$ cat config.mk
export PLATFORM = sky130hd
export DESIGN_NAME = instr_encoder
export DESIGN_NICKNAME = d
export VERILOG_FILES = /design/src/rtl/instr_encoder.sv
export SDC_FILE = /design/constraint.sdc
export NUM_CORES = 1
export LEC_CHECK = 0
export ABC_AREA = 0
export BUFFER_PORTS_ARGS = -buffer_cell sky130_fd_sc_hd__buf_4
export CAP_MARGIN = 10
export CELL_PAD_IN_SITES_DETAIL_PLACEMENT = 2
export CELL_PAD_IN_SITES_GLOBAL_PLACEMENT = 2
export CORE_MARGIN = 5
export CORE_UTILIZATION = 32
export CTS_BUF_LIST = sky130_fd_sc_hd__clkbuf_8 sky130_fd_sc_hd__clkbuf_16
export DETAILED_ROUTE_END_ITERATION = 6
export PLACE_DENSITY_LB_ADDON = 0.2
export SLEW_MARGIN = 20
export SYNTH_ARGS = -nofsm -noshare
export SYNTH_HDL_FRONTEND = slang
export SYNTH_SLANG_ARGS = --single-unit
$ cat constraint.sdc
create_clock -name clk -period 2.67 [get_ports clk]
set_input_delay 0.267 -clock clk [delete_from_list [all_inputs] [get_ports clk]]
set_output_delay 0.267 -clock clk [all_outputs]
set_load 0.01 [all_outputs]
$ cat src/rtl/instr_encoder.sv
// Packs an instruction class plus operand fields into a 32-bit MIPS word and streams it to
// imem through a 2-entry FIFO. Optional illegal-class trap is enabled by ENC_ILLEGAL_TRAP_EN.
module instr_encoder #(
  parameter int                ADDR_W    = 32,
  parameter logic [ADDR_W-1:0] BASE_ADDR = '0
) (
  input  logic              clk,
  input  logic              rst_n,
  input  logic              flush,
  input  logic              in_valid,
  output logic              in_ready,
  input  logic [3:0]        in_cls,
  input  logic [4:0]        in_rs,
  input  logic [4:0]        in_rt,
  input  logic [4:0]        in_rd,
  input  logic [4:0]        in_shamt,
  input  logic [5:0]        in_funct,
  input  logic [15:0]       in_imm,
  input  logic [25:0]       in_target,
  output logic              wr_valid,
  input  logic              wr_ready,
  output logic [ADDR_W-1:0] wr_addr,
  output logic [31:0]       wr_data,
  output logic [15:0]       word_cnt,
  output logic              err
);

  localparam logic [3:0] CLS_R    = 4'd0;
  localparam logic [3:0] CLS_ANDI = 4'd1;
  localparam logic [3:0] CLS_XORI = 4'd2;
  localparam logic [3:0] CLS_LUI  = 4'd3;
  localparam logic [3:0] CLS_ORI  = 4'd4;
  localparam logic [3:0] CLS_LW   = 4'd5;
  localparam logic [3:0] CLS_SW   = 4'd6;
  localparam logic [3:0] CLS_BEQ  = 4'd7;
  localparam logic [3:0] CLS_ADDI = 4'd8;
  localparam logic [3:0] CLS_J    = 4'd9;

  localparam logic [5:0] OP_R    = 6'b000000;
  localparam logic [5:0] OP_ANDI = 6'b001100;
  localparam logic [5:0] OP_XORI = 6'b001110;
  localparam logic [5:0] OP_LUI  = 6'b001111;
  localparam logic [5:0] OP_ORI  = 6'b001101;
  localparam logic [5:0] OP_LW   = 6'b100011;
  localparam logic [5:0] OP_SW   = 6'b101011;
  localparam logic [5:0] OP_BEQ  = 6'b000100;
  localparam logic [5:0] OP_ADDI = 6'b001000;
  localparam logic [5:0] OP_J    = 6'b000010;

  localparam logic [ADDR_W-1:0] ADDR_STEP = ADDR_W'(4);

  // Illegal classes fall through to the all-zero NOP word.
  function automatic logic [31:0] encode(
    input logic [3:0]  cls,
    input logic [4:0]  rs,
    input logic [4:0]  rt,
    input logic [4:0]  rd,
    input logic [4:0]  shamt,
    input logic [5:0]  funct,
    input logic [15:0] imm,
    input logic [25:0] target
  );
    logic [31:0] w;
    w = 32'h0000_0000;
    case (cls)
      CLS_R:    w = {OP_R, rs, rt, rd, shamt, funct};
      CLS_ANDI: w = {OP_ANDI, rs, rt, imm};
      CLS_XORI: w = {OP_XORI, rs, rt, imm};
      CLS_LUI:  w = {OP_LUI, 5'd0, rt, imm};
      CLS_ORI:  w = {OP_ORI, rs, rt, imm};
      CLS_LW:   w = {OP_LW, rs, rt, imm};
      CLS_SW:   w = {OP_SW, rs, rt, imm};
      CLS_BEQ:  w = {OP_BEQ, rs, rt, imm};
      CLS_ADDI: w = {OP_ADDI, rs, rt, imm};
      CLS_J:    w = {OP_J, target};
      default:  w = 32'h0000_0000;
    endcase
    return w;
  endfunction

  function automatic logic [15:0] sat_inc(input logic [15:0] v);
    return (v == 16'hFFFF) ? v : v + 16'd1;
  endfunction

  logic [31:0]       enc_p0;
  logic              accept_p0;
  logic              push_p0;
  logic              pop_p1;
  logic [31:0]       mem_p1 [2];
  logic              wr_ptr_p1;
  logic              rd_ptr_p1;
  logic [1:0]        count_p1;
  logic [ADDR_W-1:0] addr_p1;
  logic [15:0]       cnt_p1;

  // Stage p0: combinational encode and handshake decisions.
  assign enc_p0    = encode(in_cls, in_rs, in_rt, in_rd, in_shamt, in_funct, in_imm, in_target);
  assign in_ready  = (count_p1 < 2'd2);
  assign accept_p0 = in_valid & in_ready & ~flush;
  assign pop_p1    = wr_valid & wr_ready & ~flush;

`ifdef ENC_ILLEGAL_TRAP_EN
  logic cls_legal_p0;
  logic err_p1;

  assign cls_legal_p0 = (in_cls <= CLS_J);
  assign push_p0      = accept_p0 & cls_legal_p0;

  always_ff @(posedge clk or negedge rst_n) begin
    if (!rst_n) begin
      err_p1 <= 1'b0;
    end else begin
      err_p1 <= accept_p0 & ~cls_legal_p0;
    end
  end

  assign err = err_p1;
`else
  assign push_p0 = accept_p0;
  assign err     = 1'b0;
`endif

  // Stage p1: FIFO control; flush resets pointers so order restarts cleanly.
  always_ff @(posedge clk or negedge rst_n) begin
    if (!rst_n) begin
      count_p1  <= 2'd0;
      wr_ptr_p1 <= 1'b0;
      rd_ptr_p1 <= 1'b0;
    end else if (flush) begin
      count_p1  <= 2'd0;
      wr_ptr_p1 <= 1'b0;
      rd_ptr_p1 <= 1'b0;
    end else begin
      if (push_p0) wr_ptr_p1 <= ~wr_ptr_p1;
      if (pop_p1)  rd_ptr_p1 <= ~rd_ptr_p1;
      case ({push_p0, pop_p1})
        2'b10:   count_p1 <= count_p1 + 2'd1;
        2'b01:   count_p1 <= count_p1 - 2'd1;
        default: count_p1 <= count_p1;
      endcase
    end
  end

  // Storage is cleared by reset so wr_data reads zero before the first push.
  always_ff @(posedge clk or negedge rst_n) begin
    if (!rst_n) begin
      mem_p1[0] <= 32'h0000_0000;
      mem_p1[1] <= 32'h0000_0000;
    end else if (push_p0) begin
      mem_p1[wr_ptr_p1] <= enc_p0;
    end
  end

  always_ff @(posedge clk or negedge rst_n) begin
    if (!rst_n) begin
      addr_p1 <= BASE_ADDR;
      cnt_p1  <= 16'd0;
    end else if (flush) begin
      addr_p1 <= BASE_ADDR;
      cnt_p1  <= 16'd0;
    end else if (pop_p1) begin
      addr_p1 <= addr_p1 + ADDR_STEP;
      cnt_p1  <= sat_inc(cnt_p1);
    end
  end

  assign wr_valid = (count_p1 != 2'd0);
  assign wr_data  = mem_p1[rd_ptr_p1];
  assign wr_addr  = addr_p1;
  assign word_cnt = cnt_p1;

endmodule

Word-level counts from Yosys, hierarchy flattened
Cells that the tools add are included.
- register bits: 116
- latch bits: 0
- RAM bits: 0
- memory bits (read-only): 0
- input port bits: 77
- output and inout port bits: 83
- logic and storage cells: 62
- memories: 0
- $add $sub $neg: 4
- $mul: 0
- div/mod/pow operators: 0
- $lt $le $gt $ge: 4
- eq/ne operators: 13
- shifts and indexed selects: 0
- mux-type cells: 18
- bitwise gates (word level): 9
- reduce and logical (&&, ||, !) cells: 7
- operators by type and width (operator ; number):
    32-bit case mux with 10 select lines ; 1
    32-bit two-way mux ; 6
    64-bit bitwise mux ; 1
    16-bit two-way mux ; 3
    32-bit by 3-bit adder with 32-bit output (second input constant) ; 1
    32-bit demux with 1-bit select ; 1
    16-bit by 1-bit adder with 16-bit output (second input constant) ; 1
    16-bit equality test (second input constant) ; 1
    4-bit by 3-bit equality test with 1-bit output (second input constant) ; 4
    4-bit by 2-bit equality test with 1-bit output (second input constant) ; 2
    4-bit equality test (second input constant) ; 2
    2-bit nonzero test ; 3
    1-bit AND ; 4
    4-bit by 1-bit equality test with 1-bit output (second input constant) ; 1
    2-bit >= comparator (second input constant) ; 2
    4-bit zero test ; 1
    1-bit two-way mux ; 4
    1-bit inverter with 2-bit output ; 2
    2-bit case mux with 2 select lines ; 1
    1-bit inverter ; 3
    3-bit nonzero test ; 1
    2-bit by 1-bit adder with 2-bit output (second input constant) ; 1
    2-bit by 1-bit equality test with 1-bit output (second input constant) ; 1
    2-bit equality test (second input constant) ; 1
    other kinds (7) ; 7

Longest topological paths before layout
Gate-level depths: netlist of the first run.
- depth after elaboration: 6
- gate-level depth with buffers: 6
- mapped depth without buffers: 5

Worst setup path before layout of the first run
No wires, ideal clock.
- path kind: register -> register
- start point: register addr_p1[5], in the netlist wr_addr[5]
- end point: register addr_p1[21], in the netlist wr_addr[21]
- setup time: 0.128 ns
- arrival: 1.936 ns
- required time: 2.542 ns
- slack: 0.606 ns
- cell stages (with the launch flop): 6
- buffers on the path: 1
- period minus slack after synthesis: 2.064 ns
- cells stage by stage: dfrtp_1 -> nand4_4 -> or4_4 -> buf_6 -> nor4_1 -> mux2_1
- cells in the longest elaborated chain, start to end: 3
- RTL lines (element ; line ; text):
    from (decl) ; 93 ; logic [ADDR_W-1:0] addr_p1;
    from (signal assigned) ; 162 ; addr_p1 <= addr_p1 + ADDR_STEP;
    32-bit by 3-bit adder with 32-bit output ; 162 ;
    32-bit two-way mux ; 161 ; end else if (pop_p1) begin
    32-bit two-way mux ; 158 ; end else if (flush) begin
Every way passes these cells. The select of a mux whose other input is x is not followed.
A chain may end at the register's enable or synchronous reset.

Final worst setup path of the first run
- start point: register cnt_p1[0], in the netlist word_cnt[0]
- end point: register cnt_p1[13], in the netlist word_cnt[13]
- cells in the longest elaborated chain, start to end: 4
- elaborated cells on any way between the ends: 7
- those cells by class: 1 x add/sub; 2 x eq/ne; 3 x mux; 1 x reduce/logical
- RTL lines (element ; line ; text):
    from (decl) ; 94 ; logic [15:0] cnt_p1;
    from (signal assigned) ; 163 ; cnt_p1 <= sat_inc(cnt_p1);
    16-bit by 1-bit adder with 16-bit output ; 82 ; return (v == 16'hFFFF) ? v : v + 16'd1;
    16-bit two-way mux ; 82 ;
    16-bit two-way mux ; 161 ;
    16-bit two-way mux ; 158 ;
Several ways; a longest one is shown, not always the timed one. The select of a mux whose other input is x is not followed.

==> out/qor.json, run 1 <==
{
  "run_status": {"value": "complete, no violations"},
  "synth_ff_type": {"value": "sky130_fd_sc_hd__dfrtp_1"},
  "drt-initial-drc-count": {"value": 216},
  "critical-path-slowest-cell": {"value": "sky130_fd_sc_hd__a2111oi_0"},
  "tritoncts": {"value": "yes"},
  "die_w": {"value": 144, "unit": "um"},
  "clk_transition_reported_paths": {"value": 0.08, "unit": "ns"},
  "yosys_warnings": {"value": 0},
  "cts_setup_buffers": {"value": 0},
  "globalRouteTotalUtil": {"value": 18.0, "unit": "%"},
  "timing.final.max_slew_violations": {"value": 0},
  "min-delay-path-class": {"value": "input port to flop"},
  "rows": {"value": 49},
  "worstPathMaxFanout": {"value": 13},
  "dpl_worst_slack": {"value": 0.476, "unit": "ns"},
  "tightest_slew": {"value": 0.797, "unit": "ns"},
  "met2_wirelength": {"value": 9660, "unit": "um"},
  "area_delta_synth_final": {"value": 28.8, "unit": "%"},
  "max_freq": {"value": 0.454, "unit": "GHz"},
  "layout_worst_path_cycle_share": {"value": 82.5, "unit": "%"},
  "drt-pass1-iter-count": {"value": 6},
  "end_kind": {"value": "flop"},
  "h-tree-depth": {"value": 3},
  "detailed_routed_wire_length_on_met3": {"value": 1040, "unit": "um"},
  "final_cell_count_no_fill": {"value": 964},
  "hold_viol_final": {"value": 0},
  "critPathRequiredTime": {"value": 2.92, "unit": "ns"},
  "area.sequential": {"value": 2800, "unit": "um2"},
  "synthDominantAreaCellType": {"value": "sky130_fd_sc_hd__dfrtp_1"},
  "cts.path.max_buffers": {"value": 2},
  "postLayoutSetupSlackWorst": {"value": 0.467, "unit": "ns"},
  "synth_seq_cells": {"value": 112},
  "detailroute.via_count": {"value": 5225},
  "async_flop_share": {"value": 100, "unit": "%"},
  "wl_met1": {"value": 7740, "unit": "um"},
  "crit_path_max_cell_delay": {"value": 0.65, "unit": "ns"},
  "antenna_cells": {"value": 0},
  "drt_wl_total": {"value": 18700, "unit": "um"},
  "worst_case_vdd_ir_drop": {"value": 0.000302, "unit": "V"},
  "critical_path.reg2reg.startpoint": {"value": "word_cnt[0]$_DFFE_PN0P_"},
  "synth.cell_area": {"value": 5780, "unit": "um2"},
  "synth_area_leaders": {"value": "sky130_fd_sc_hd__dfrtp_1, sky130_fd_sc_hd__mux2_2, sky130_fd_sc_hd__o21ai_0"},
  "core": {"value": 17800, "unit": "um2"},
  "r2r.worst_path.cells": {"value": 4},
  "post_route_cells_drive_above_1_share": {"value": 31.4, "unit": "%"},
  "synth_area_per_cell": {"value": 9.64, "unit": "um2"},
  "min_from": {"value": "in_valid"},
  "dieArea": {"value": 20800, "unit": "um2"},
  "post-synth-top-area-fraction": {"value": 48.5, "unit": "%"},
  "antenna_found_initial": {"value": 0},
  "finalWeightedCongestion": {"value": 0.738},
  "final.setup.tns": {"value": 0, "unit": "ns"},
  "max-slew-margin-rel": {"value": 46.8, "unit": "%"},
  "synthCells": {"value": 599},
  "synth_sequential_area_ratio": {"value": 48.5, "unit": "%"},
  "cts_sinks": {"value": 112},
  "final.min_clock_period": {"value": 2.20, "unit": "ns"},
  "timing.setup.critical_path_class": {"value": "flop to flop"},
  "placed_cells_incl_taps": {"value": 947},
  "vias_in_the_first_global_route": {"value": 5801},
  "multi_input_combinational_cell_area": {"value": 2730, "unit": "um2"},
  "critPathArrivalTime": {"value": 2.45, "unit": "ns"},
  "numPortBuffers": {"value": 155},
  "maximum_number_of_pins_on_one_net_before_global_route_repair": {"value": 63},
  "detailed_place_hpwl": {"value": 13400, "unit": "um"},
  "synth_enable_flop_cells": {"value": 0},
  "critical_path_cell_by_cell": {"value": "ha_1, and3_1, a2111oi_0, mux2_2"},
  "drv_cap": {"value": 0},
  "dr.max_layer_used": {"value": "met4"},
  "synthTopCellsByCount": {"value": "sky130_fd_sc_hd__dfrtp_1, sky130_fd_sc_hd__nand2_1, sky130_fd_sc_hd__o21ai_0"},
  "hold_depth": {"value": 3},
  "fp.dieH": {"value": 144, "unit": "um"},
  "timing.hold.worst_endpoint": {"value": "count_p1[1]$_DFFE_PN0P_"},
  "cts_made_buffers": {"value": 9},
  "final_net_count": {"value": 809},
  "regToRegSetupSlack": {"value": 0.47, "unit": "ns"},
  "detail_route.wl_per_cell": {"value": 19.4, "unit": "um"},
  "cellLeakagePower": {"value": 0.00333, "unit": "uW"},
  "most_instantiated_library_cell_after_synthesis": {"value": "sky130_fd_sc_hd__dfrtp_1"},
  "ctsRootBufferMaster": {"value": "sky130_fd_sc_hd__clkbuf_16"},
  "clock_skew": {"value": 0.00689, "unit": "ns"},
  "n_fill_cell": {"value": 1952},
  "post_drt_via_cell_ratio": {"value": 5.42},
  "start_util": {"value": 32.4, "unit": "%"},
  "report.final.setup_viol": {"value": 0},
  "drc": {"value": 0},
  "synth.lib_cells_used.distinct": {"value": 50},
  "grt_overflow": {"value": 0},
  "regToRegEndpoint": {"value": "word_cnt[13]$_DFFE_PN0P_"},
  "grt_setup_unrepaired": {"value": "false"},
  "grt_first_pass_wirelength": {"value": 30100, "unit": "um"},
  "worstSetupStartpointType": {"value": "flop"},
  "power_density_over_the_cells": {"value": 576, "unit": "nW/um2"},
  "clock_latency": {"value": 0.35, "unit": "ns"},
  "ant_nets": {"value": 0},
  "number_of_placed_i_o_pins": {"value": 160}
}
[critical path: cells and delay by family (launching register included)]
family,cells,cell delay (ns)
muxes,1,0.40
and+or+nand+nor,1,0.32
AOI/OAI and AO/OA,1,0.65
DFF,1,0.46
adders and majority gates,1,0.27
[power breakdown]
| part | leakage [uW] | internal, uW | switching [uW] |
|---|---|---|---|
| combinational | 0.00168 | 398 | 433 |
| clock | 0.000148 | 778 | 651 |
| sequential | 0.00150 | 1910 | 117 |
| total | 0.00333 | 3080 | 1200 |
[worst max path at each step]
stage	slack, ns	start	to	depth (start not counted)
floorplan	0.61	wr_addr[5]$_DFFE_PN0P_	wr_addr[21]$_DFFE_PN0P_	5
global placement	0.39	in_cls[2]	mem_p1[5]$_DFFE_PN0P_	5
detailed placement	0.48	word_cnt[0]$_DFFE_PN0P_	word_cnt[15]$_DFFE_PN0P_	4
CTS	0.48	word_cnt[0]$_DFFE_PN0P_	word_cnt[15]$_DFFE_PN0P_	4
global route	0.34	word_cnt[0]$_DFFE_PN0P_	word_cnt[15]$_DFFE_PN0P_	4
finish	0.47	word_cnt[0]$_DFFE_PN0P_	word_cnt[13]$_DFFE_PN0P_	4
[flip-flops by register name, indices dropped and copies added (netlist names)]
| name | cells |
|---|---|
| rd_ptr_p1 | 1 |
| mem_p1 | 62 |
| word_cnt | 16 |
| wr_ptr_p1 | 1 |
| wr_addr | 30 |
| count_p1 | 2 |
[metal layers]
layer | track usage [%] | vias to the layer above
met4 | 5.15 | 0
met3 | 4.17 | 22
li1 | - | 2434
met2 | 31.8 | 118
met5 | 0 | -
met1 | 21.8 | 2651
[cell families (layout without fill, tap and decap cells)]
family	Yosys count	after routing	share of synthesized area, %
xor gates and xnor gates	15	15	2.27
muxes	43	43	8.36
DFF	112	112	48.5
other	1	4	0.0649
and+or+nand+nor	201	201	18.1
adders and majority gates	2	2	0.433
AOI/OAI and AO/OA	164	164	17.7
buffers and inverters	61	194	4.53
[layout by cell type (no fill, tap or decap), types with 3 or more instances in the layout]
master,instances
sky130_fd_sc_hd__buf_4,165
sky130_fd_sc_hd__dfrtp_1,112
sky130_fd_sc_hd__nand2_1,79
sky130_fd_sc_hd__o21ai_0,74
sky130_fd_sc_hd__mux2_2,39
sky130_fd_sc_hd__a21oi_1,31
sky130_fd_sc_hd__nor2_1,26
sky130_fd_sc_hd__or4_1,17
sky130_fd_sc_hd__nor2b_1,16
sky130_fd_sc_hd__o31ai_1,16
sky130_fd_sc_hd__a222oi_1,16
sky130_fd_sc_hd__nand4_1,11
sky130_fd_sc_hd__nand3_1,11
sky130_fd_sc_hd__inv_1,10
sky130_fd_sc_hd__xnor2_1,9
sky130_fd_sc_hd__clkbuf_16,9
sky130_fd_sc_hd__or3_1,8
sky130_fd_sc_hd__xor2_1,6
sky130_fd_sc_hd__and3_1,5
sky130_fd_sc_hd__a32oi_1,5
sky130_fd_sc_hd__a22oi_1,5
sky130_fd_sc_hd__a211oi_1,5
sky130_fd_sc_hd__o211ai_1,4
sky130_fd_sc_hd__nor4_1,4
sky130_fd_sc_hd__conb_1,4
sky130_fd_sc_hd__or2_2,3
sky130_fd_sc_hd__mux2_1,3
sky130_fd_sc_hd__nand3b_1,3
sky130_fd_sc_hd__nor3_1,3
[area by class of cell]
cell class	instances	area share, %
clock buffers	11	3.40
clock inverters	5	0.740
inverters	11	0.555
multi-input cells	429	36.7
flip-flops and latches	112	37.7
well taps	229	3.85
repair buffers	167	17.1
[metrics by stage]
step           total power [uW]  instance area, um2  util [%]  hold WS, ns
3_5_place_dp               2910                7120      39.9        0.351
4_1_cts                    4350                7430      41.7        0.214
2_1_floorplan              2450                5790         -      -0.0286
3_3_place_gp               2830                7110      39.9        0.346
6_report                   4280                7440      41.7        0.221
5_1_grt                    4520                7440      41.7        0.233
[what timing repair did]
| action | in CTS | in global routing |
|---|---|---|
| gates resized for setup | 0 | 0 |
| hold buffers | 1 | 0 |
| endpoints found under the hold margin | 48 | 0 |
No activity file was read; power rests on OpenSTA's default activity.
==> run 2, diff against run 1 <==
--- a/config.mk
+++ b/config.mk
@@ -11,7 +11,7 @@
 export CELL_PAD_IN_SITES_DETAIL_PLACEMENT = 2
 export CELL_PAD_IN_SITES_GLOBAL_PLACEMENT = 2
 export CORE_MARGIN = 5
-export CORE_UTILIZATION = 32
+export CORE_UTILIZATION = 29
 export CTS_BUF_LIST = sky130_fd_sc_hd__clkbuf_8 sky130_fd_sc_hd__clkbuf_16
 export DETAILED_ROUTE_END_ITERATION = 6
 export PLACE_DENSITY_LB_ADDON = 0.2
==> constraint.sdc (replaced) <==
create_clock -name clk -period 1.8 [get_ports clk]
set_input_delay 0.18 -clock clk [delete_from_list [all_inputs] [get_ports clk]]
set_output_delay 0.18 -clock clk [all_outputs]
set_load 0.01 [all_outputs]
==> run 2 against run 1 <==
Against the previous run: the run now ends with DRC, setup timing left; sequential share of layout area down 4.7 points; setup slack lost 0.64 ns; register-to-register slack worse by 0.64 ns; wire length up 19%; total power grew 52%; fmax is 11% higher; critical endpoint is now wr_addr[20]$_DFFE_PN0P_; highest routed layer unchanged.
==> out/qor.json, run 2 (same netlist as run 1, synthesis figures left out) <==
{
  "layout_common_cells": {"value": "sky130_fd_sc_hd__buf_4, sky130_fd_sc_hd__dfrtp_1, sky130_fd_sc_hd__nand2_1"},
  "path_common_cell": {"value": "sky130_fd_sc_hd__or4_4"},
  "largest_register_ff_count": {"value": 62},
  "share_comb_of_total_power": {"value": 21.0, "unit": "%"},
  "most_common_library_cell_in_the_layout_ignoring_fill_and_taps": {"value": "sky130_fd_sc_hd__buf_4"},
  "clock_skew": {"value": 0.0105, "unit": "ns"},
  "cp-endpoint": {"value": "wr_addr[20]$_DFFE_PN0P_"},
  "dpl_worst_slack": {"value": -0.198, "unit": "ns"},
  "cts.path.max_buffers": {"value": 2},
  "critical_path_depth": {"value": 5},
  "post_drt_via_cell_ratio": {"value": 5.20},
  "maximum_number_of_pins_on_one_net_before_global_route_repair": {"value": 63},
  "dieArea": {"value": 22800, "unit": "um2"},
  "timing.final.max_slew_violations": {"value": 0},
  "worstPathBufferInverterCount": {"value": 1},
  "fp.dieH": {"value": 151, "unit": "um"},
  "finalWeightedCongestion": {"value": 0.810},
  "violations": {"value": "DRC, setup timing"},
  "area_delta_synth_final": {"value": 47.6, "unit": "%"},
  "cts_made_buffers": {"value": 9},
  "worstSetupStartpointType": {"value": "flop"},
  "crit_path_max_cell_delay": {"value": 0.60, "unit": "ns"},
  "grt_first_pass_wirelength": {"value": 33500, "unit": "um"},
  "final_net_count": {"value": 902},
  "ant_nets": {"value": 0},
  "die_w": {"value": 151, "unit": "um"},
  "drc": {"value": 1},
  "critPathRequiredTime": {"value": 2.08, "unit": "ns"},
  "min-delay-path-class": {"value": "input port to flop"},
  "net_switching_power": {"value": 1900, "unit": "uW"},
  "worst_case_vdd_ir_drop": {"value": 0.000454, "unit": "V"},
  "number_of_placed_i_o_pins": {"value": 160},
  "critPathArrivalTime": {"value": 2.26, "unit": "ns"},
  "drt-pass1-iter-count": {"value": 7},
  "r2r.worst_path.cells": {"value": 5},
  "hold_viol_final": {"value": 0},
  "grt_setup_unrepaired": {"value": "true"},
  "grt_overflow": {"value": 0},
  "run_status": {"value": "complete, but fails checks"},
  "power.share.sequential": {"value": 46.1, "unit": "%"},
  "h-tree-depth": {"value": 3},
  "hold_depth": {"value": 2},
  "drv_cap": {"value": 0},
  "postLayoutSetupSlackWorst": {"value": -0.176, "unit": "ns"},
  "report.final.setup_viol": {"value": 16},
  "critical-path-slowest-cell": {"value": "sky130_fd_sc_hd__or4_4"},
  "vias_in_the_first_global_route": {"value": 6325},
  "tritoncts": {"value": "yes"},
  "max-slew-margin-rel": {"value": 48.3, "unit": "%"},
  "detailroute.via_count": {"value": 5681},
  "cellLeakagePower": {"value": 0.00391, "unit": "uW"},
  "drt_wl_total": {"value": 22300, "unit": "um"},
  "power_density_over_the_cells": {"value": 762, "unit": "nW/um2"},
  "timing.setup.critical_path_class": {"value": "flop to flop"},
  "internal_power": {"value": 4590, "unit": "uW"},
  "detailed_place_hpwl": {"value": 14800, "unit": "um"},
  "critical_path.reg2reg.startpoint": {"value": "wr_addr[12]$_DFFE_PN0P_"},
  "layout_worst_path_cycle_share": {"value": 110, "unit": "%"},
  "fraction_of_power_spent_switching_nets": {"value": 29.3, "unit": "%"},
  "registers.top_by_ff_count": {"value": "mem_p1"},
  "regToRegSetupSlack": {"value": -0.18, "unit": "ns"},
  "tightest_slew": {"value": 0.768, "unit": "ns"},
  "worstPathMaxFanout": {"value": 8},
  "regToRegEndpoint": {"value": "wr_addr[20]$_DFFE_PN0P_"},
  "max_freq": {"value": 0.506, "unit": "GHz"},
  "pwr-share-clk": {"value": 32.9, "unit": "%"},
  "antenna_found_initial": {"value": 0},
  "ctsRootBufferMaster": {"value": "sky130_fd_sc_hd__clkbuf_16"},
  "core": {"value": 19500, "unit": "um2"},
  "detail_route.wl_per_cell": {"value": 20.4, "unit": "um"},
  "drt-initial-drc-count": {"value": 188},
  "critical_path_cell_by_cell": {"value": "nand4_1, buf_6, or4_4, or4_4, a21oi_2"},
  "antenna_cells": {"value": 0},
  "numPortBuffers": {"value": 155},
  "critPathLaunch": {"value": "wr_addr[12]$_DFFE_PN0P_"},
  "final.setup.tns": {"value": -1.55, "unit": "ns"},
  "cts_sinks": {"value": 112},
  "clk_transition_reported_paths": {"value": 0.08, "unit": "ns"},
  "rows": {"value": 51},
  "path_delay_family": {"value": "simple AND/OR/NAND/NOR gates"},
  "post_route_cells_drive_above_1_share": {"value": 43.5, "unit": "%"},
  "clock_latency": {"value": 0.36, "unit": "ns"},
  "end_kind": {"value": "flop"},
  "final.min_clock_period": {"value": 1.98, "unit": "ns"},
  "globalRouteTotalUtil": {"value": 18.5, "unit": "%"},
  "start_util": {"value": 29.6, "unit": "%"}
}
## run 2: cell types whose count changed in the layout (fill, tap and decap cells not counted), sizes merged
cell	change
buf	+87
clkinv	+1
clkbuf	+2
or4	+2
clkinvlp	-1
inv	+2
## run 2: metal layers
layer | track usage [%] | share of wire [%] | vias up
li1 | - | - | 2632
met1 | 22.5 | 42 | 2917
met2 | 33.2 | 53 | 113
met3 | 3.08 | 3.6 | 19
met4 | 5.58 | 1.4 | 0
met5 | 0 | 0 | -
## run 2: timing repair
| item | in CTS | in global routing |
|---|---|---|
| endpoints found under the hold margin | 32 | 0 |
| resized for setup | 22 | 29 |
| hold buffers | 1 | 0 |
| gates cloned | 3 | 4 |
| pin swaps | 8 | 12 |
| buffers inserted | 2 | 14 |
| setup endpoints to repair | 54 | 87 |
## run 2: final cells by class
| cell class | count | area [um2] |
|---|---|---|
| clock buffers | 9 | 225 |
| clock inverters | 7 | 80.1 |
| fillers | 2093 | 11000 |
| inverters | 11 | 41.3 |
| multi-input cells | 431 | 2920 |
| flip-flops and latches | 112 | 2810 |
| well taps | 265 | 332 |
| repair buffers | 258 | 2120 |
## run 2: per-stage QoR
step	instance area, um2	power (uW)	std cells	hold WS (ns)	utilization (%)
after global routing	8530	6840	1093	0.0793	43.7
after CTS	8230	6530	1075	0.0554	42.2
after global placement	7770	4260	1053	0.190	39.8
after floorplan	5820	3640	602	-0.116	-
final	8530	6500	1093	0.0758	43.7
after detailed placement	7770	4360	1053	0.195	39.8
## run 2: worst min-delay path by stage
stage | startpoint | endpoint | slack [ns]
after floorplan | rst_n | count_p1[0]$_DFFE_PN0P_ | -0.12
after global placement | rst_n | word_cnt[9]$_DFFE_PN0P_ | 0.19
after detailed placement | rst_n | word_cnt[11]$_DFFE_PN0P_ | 0.20
after CTS | flush | word_cnt[12]$_DFFE_PN0P_ | 0.06
after global routing | flush | word_cnt[12]$_DFFE_PN0P_ | 0.08
final | flush | word_cnt[12]$_DFFE_PN0P_ | 0.08
## run 2: worst register-to-register path: stages (launching register included)
cell                      delay, ns
sky130_fd_sc_hd__dfrtp_1       0.37
sky130_fd_sc_hd__nand4_1       0.11
sky130_fd_sc_hd__buf_6         0.15
sky130_fd_sc_hd__or4_4         0.60
sky130_fd_sc_hd__or4_4         0.55
sky130_fd_sc_hd__a21oi_2       0.13
## run 2: power groups by stage
stage	clock [uW]	combinational (uW)	sequential [uW]
after floorplan	0	651	2990
after global placement	0	1250	3010
after detailed placement	0	1310	3040
after CTS	2200	1340	2990
after global routing	2290	1510	3040
final	2130	1370	3000
